--- src/rtl/inst_fetch_queue.sv ---
// Circular instruction prefetch queue between fetch and decode.
// Holds {pc, instr} pairs, presents the oldest entry to decode, and
// supports a single-cycle flush for control-flow redirects.
module inst_fetch_queue #(
  parameter int unsigned DEPTH = 4,
  parameter int unsigned PTR_W = $clog2(DEPTH)
) (
  input  logic             clk,
  input  logic             rst,
  input  logic             flush,
  input  logic             in_valid,
  output logic             in_ready,
  input  logic [31:0]      in_pc,
  input  logic [31:0]      in_instr,
  output logic             out_valid,
  input  logic             out_ready,
  output logic [31:0]      out_pc,
  output logic [31:0]      out_instr,
  output logic [PTR_W:0]   count
);

  localparam int unsigned CNT_W = PTR_W + 1;

  typedef struct packed {
    logic [31:0] pc;
    logic [31:0] instr;
  } entry_t;

  entry_t             mem [DEPTH];
  logic [PTR_W-1:0]   wr_ptr;
  logic [PTR_W-1:0]   rd_ptr;
  logic               push;
  logic               pop;
  entry_t             head;

  // Status flags and qualified handshakes; ready depends on occupancy only
  always_comb begin
    in_ready  = (count != CNT_W'(DEPTH));
    out_valid = (count != '0);
    push      = in_valid & in_ready & ~flush;
    pop       = out_valid & out_ready & ~flush;
  end

  // Head entry mux; forced to zero (NOP) when the queue is empty
  always_comb begin
    head = '0;
    if (out_valid) begin
      head = mem[rd_ptr];
    end
    out_pc    = head.pc;
    out_instr = head.instr;
  end

  // Pointer and occupancy update; flush clears everything and drops handshakes
  always_ff @(posedge clk or posedge rst) begin
    if (rst) begin
      wr_ptr <= '0;
      rd_ptr <= '0;
      count  <= '0;
    end else if (flush) begin
      wr_ptr <= '0;
      rd_ptr <= '0;
      count  <= '0;
    end else begin
      if (push) begin
        wr_ptr <= wr_ptr + PTR_W'(1);
      end
      if (pop) begin
        rd_ptr <= rd_ptr + PTR_W'(1);
      end
      case ({push, pop})
        2'b10:   count <= count + CNT_W'(1);
        2'b01:   count <= count - CNT_W'(1);
        default: count <= count;
      endcase
    end
  end

  // Entry storage; contents need no reset since count gates visibility
  always_ff @(posedge clk) begin
    if (push) begin
      mem[wr_ptr] <= '{pc: in_pc, instr: in_instr};
    end
  end

endmodule
--- config.mk ---
export PLATFORM = sky130hd
export DESIGN_NAME = inst_fetch_queue
export DESIGN_NICKNAME = d
export VERILOG_FILES = /design/src/rtl/inst_fetch_queue.sv
export SDC_FILE = /design/constraint.sdc
export NUM_CORES = 1
export LEC_CHECK = 0
export CAP_MARGIN = 20
export CORE_AREA = 2 2 174 176
export CTS_BUF_LIST = sky130_fd_sc_hd__clkbuf_4
export DETAILED_ROUTE_END_ITERATION = 10
export DIE_AREA = 0 0 176 178
export PLACE_DENSITY_LB_ADDON = 0.12
export SLEW_MARGIN = 10
export SYNTH_ARGS = -nofsm -noshare
export SYNTH_HDL_FRONTEND = slang
export SYNTH_SLANG_ARGS = --single-unit
--- constraint.sdc ---
create_clock -name clk -period 4.27 [get_ports clk]
set_input_delay 0.854 -clock clk [delete_from_list [all_inputs] [get_ports clk]]
set_output_delay 0.854 -clock clk [all_outputs]
set_load 0.01 [all_outputs]
Word level (Yosys, flattened, before mapping)
Memory sizes are Yosys's and may differ from the RTL's. Cells that the tools add are included.

Bits of input ports: 69. Logic and storage cells: 29. Memories: 1. Bits in writable memories: 256. Bits in registers: 7. Bits in latches: 0. ROM bits: 0.

Memory list: mem (depth 4, bits a word 64, rd ports 1, clocked after memory_dff 0, write ports 1, RTL line 29) `entry_t mem [DEPTH];`.

Div/mod/pow operators: 0. Order comparisons: 0. Shift-type cells: 0. Add/sub/neg operators: 4. Multiply operators: 0. Reductions and logical operators: 4. Mux-type cells: 9. Eq/ne operators: 3. Bitwise logic cells: 5.

Operators by type and width (count): 2-to-1 mux 64 bit (1); 2-to-1 mux 2 bit (4); one-hot mux 3 bit (2 select lines) (1); nonzero test 3 bit (2); adder 2 x 1 -> 2 bit (second input constant) (2); AND 1 bit (4); nonzero test 2 bit (2); adder 3 x 1 -> 3 bit (second input constant) (1); 2-to-1 mux 3 bit (1); inequality test 3 bit (second input constant) (1); subtractor 3 x 1 -> 3 bit (second input constant) (1); equality test 2 x 1 -> 1 bit (second input constant) (1); equality test 2 bit (second input constant) (1); 2-to-1 mux 1 bit (2); inverter 1 bit (1).

Depth between registers and ports, before layout
Depth after elaboration: 6. Gate-level depth with buffers: 7. Gate-level depth less buffers: 6.

Worst setup path before layout
No wires, ideal clock.

Path kind: in2reg. Start: in in_valid. End: mem mem[0][0] (netlist name), enable pin. Arrival time: 3015 ps. Setup time: 429 ps. Cell stages on the path: 4. Required time: 3841 ps. Slack: 826 ps. Cells stage by stage: clkbuf_1 inv_1 nor3_1 and2_1.

Longest elaborated chain between the ends: 4.

RTL lines: start, declared (RTL line 11) `input logic in_valid,`; AND 1 bit (2 in a row) (RTL line 40) `push = in_valid & in_ready & ~flush;`; 2-to-1 mux 1 bit (RTL line 81) `if (push) begin`; 2-to-1 mux 1 bit (implied by the code) (RTL line 82) `mem[wr_ptr] <= '{pc: in_pc, instr: in_instr};`; end, declared (RTL line 29).

Every way passes these cells.

Worst setup path in the final report
Start: reg rd_ptr[0]. End: out out_pc[10].

Longest elaborated chain between the ends: 2.

RTL lines: start, declared (RTL line 31) `logic [PTR_W-1:0] rd_ptr;`; start signal, assigned (RTL line 69) `rd_ptr <= rd_ptr + PTR_W'(1);`; memory (4 x 64 bit); 2-to-1 mux 64 bit (RTL line 47) `if (out_valid) begin`; end, declared (RTL line 17) `output logic [31:0] out_pc,`.

Every way passes these cells.

==> run summary <==
Worst-case register-to-register setup slack - 2.00 ns
Library cell with the largest summed area after synthesis - edfxtp_1
Nets in the synthesized netlist - 544
Time the worst path needs with I/O delays and setup - 3.78 ns
RR Startpoint - count[0]
Total CTS buffers - 71
CTS tree - yes
Net total in the final layout - 741
Fill cells - 2562
FF+latch count, synth - 263
Leak - 4.17 nW
Overflow after GRT - 0
Post-CTS Repair Setup Buffers - 0
Accumulated negative setup slack - 0 ns
Number of gates given a new drive strength after cts - 0
Critical Path End Type - output pin
Fraction of registers with async set or reset after synthesis - 2.66%
Vias in the first global route - 5793
Unrepaired setup endpoints after global routing - no
Area grow syn2layout - 26.6%
Yosys warnings - 0
Number of detailed-routing iterations run before antenna repair - 4
Number of placed I/O pins - 138
Half-perimeter wire length of the detailed placement result - 12100 um
Post-detailed-route count of antenna-violating nets - 0
Final worst-path cycle share - 88.4%
Area fraction of the dominant cell type after synthesis - 75.3%
TritonCTS sink count - 263
Area taken by flip-flops and latches - 0.00787 sq mm
Count of different cell masters after synthesis - 35
Number of cell rows - 63
Pin count of the biggest net entering global routing - 48
X dimension of the die - 176 um
Number of vias in the routed layout - 5150
Number of synthesized flops with an enable pin - 256
Clock transition at the registers of the reported paths - 0.06 ns
Highest clock rate - 265 MHz
Depth of the worst register-to-register path - 5
Worst slew margin relative to its limit - 57.9%
Type of element launching the critical path - flip-flop
DP Worst Slack - 1.04 ns
Syn Std Cell Area - 0.0102 sq mm
Buffer type at the clock tree root - clkbuf_4
Max Cap Viol - 0
Dominant cell by count in the synthesized netlist - edfxtp_1
Max VDD drop - 177 uV
IO buf count - 137
Final-report setup violation count - 0
Pwr dens - 440 mW/mm^2
Global-route wire length before repair - 32000 um
Top cells by count, synth - edfxtp_1 (256), and2_1 (68), mux4_2 (64)
Weighted congestion reported at the end of routability-driven placement - 0.705
Avg Inst Size Synth - 21.7 sq um
Quantity of hold-fixing buffers added after cts - 0
Portion of the post-synthesis area used by sequential elements - 77.0%
Skew-Pair Late Insertion Delay - 0.63 ns
Pins over their slew limit - 0
Crit Reg-Reg Endpoint - count[2]
Violation count after the first detailed-routing iteration - 294
CTS HTree Levels - 3
Critical path type - reg2out
Area contributors post-synth - edfxtp_1 (75%), mux4_2 (14%), and2_1 (4.2%)
Final hold slack - 0.477 ns
Top_reg_cell synth - edfxtp_1
Data arrival time of the critical path - 2.92 ns
Final setup skew - 0.0392 ns
Average vias per placed instance - 4.66
Number of antenna violations at the first check in global routing - 1
Final Hold Violating Endpoints - 0
Least setup slack across all paths after layout - 0.494 ns
Peak fanout along the critical path - 30
Cell count after synthesis - 470
Deepest clock path buffer count - 3
Run status - finished, final reports clean
Startpoint of the worst setup timing path - rd_ptr[0]
WL final - 20800 um
Multi-input gate area in the final layout - 0.00218 sq mm
Core outline area - 0.0294 sq mm
Floorplan die area - 0.0313 sq mm
Slew of the pin with the lowest slew margin - 0.631 ns
Global-route usage over all layers - 13.6%
Type of the tightest min-delay check - in2async
Initial core utilization - 34.7%
Die height - 178 um
DRC violations left - 0
Share of post-route cells with drive strength above 1 - 26.8%
Wire length per cell - 18.8 um
Required time of the worst setup path - 3.42 ns
==> registers in the layout, summed over array words and instances, names as in the netlist <==
signal,count
count,3
rd_ptr,2
wr_ptr,2
mem,256
==> power by group <==
group          internal [mW]  switching (mW)
Clock                   1.07           0.945
Sequential              2.91          0.0426
Combinational          0.408           0.311
==> placed cells by master, fill, tap and decap left out, drive strengths merged <==
cell           count
or2                1
mux2               1
nor3b              1
o2111ai            2
nor3               2
clkdlybuf4s50    137
mux4              64
a21oi              3
edfxtp           256
clkbuf           100
o311ai             1
xnor2              1
or4                1
nand3              4
inv               11
ha                 4
diode              2
clkinv            15
o31ai              1
a211oi             1
o21ai              2
nor2               5
a31oi              1
buf               13
dfrtp              7
o21a               1
and2              68
nand2              2
fa                 1
o221ai             1
o21bai             1
nand2b             2
or3                1
xor2               2
==> worst max-delay path by stage <==
stage / endpoint / slack [ns] / depth (start not counted)
6_report: out_pc[10] / 0.49 / 4
5_1_grt: out_pc[10] / 0.29 / 4
4_1_cts: out_pc[10] / 0.36 / 4
3_5_place_dp: mem[1][13] / 1.04 / 5
3_3_place_gp: out_pc[29] / 1.09 / 4
2_1_floorplan: mem[0][0] / 0.83 / 4
==> critical path, cell delays in order (launching register included) <==
cell and delay [ns]:
dfrtp_4 0.71, buf_12 0.32, mux4_2 0.56, and2_1 0.18
clkdlybuf4s50_1 0.51
==> cell families after synthesis <==
| family | after synthesis | synth area share [%] |
|---|---|---|
| AOI/OAI and AO/OA | 14 | 0.943 |
| xor gates and xnor gates | 3 | 0.257 |
| adders and majority gates | 5 | 0.686 |
| buffers and inverters | 33 | 1.80 |
| DFF | 263 | 77.0 |
| muxes | 65 | 14.2 |
| and+or+nand+nor | 87 | 5.11 |
==> stage by stage <==
stage	area [sq um]	std cells	total power, mW	util, %
2_1_floorplan	10200	470	3.37	-
3_3_place_gp	12100	984	3.74	41.2
3_5_place_dp	12100	984	3.75	41.2
4_1_cts	12900	1103	5.80	44.0
5_1_grt	12900	1105	5.98	44.0
6_report	12900	1105	5.69	44.0
==> layout make-up <==
type,count,share of cell area [%]
diodes,2,0.0387
clock buffers,100,5.80
clock inverters,19,0.561
inverters,7,0.203
multi-input cells,174,16.8
flip-flops and latches,263,60.8
well taps,390,3.77
repair buffers,150,11.9
==> routing by layer <==
metal | routed length [um] | vias up | GRT usage, %
met5 | 0 | - | 0
met4 | 482 | 0 | 5.54
met3 | 1250 | 42 | 4.33
met2 | 9800 | 150 | 20.9
met1 | 9270 | 2611 | 18.1
li1 | - | 2347 | -
Power figures use the tool's default switching activity.
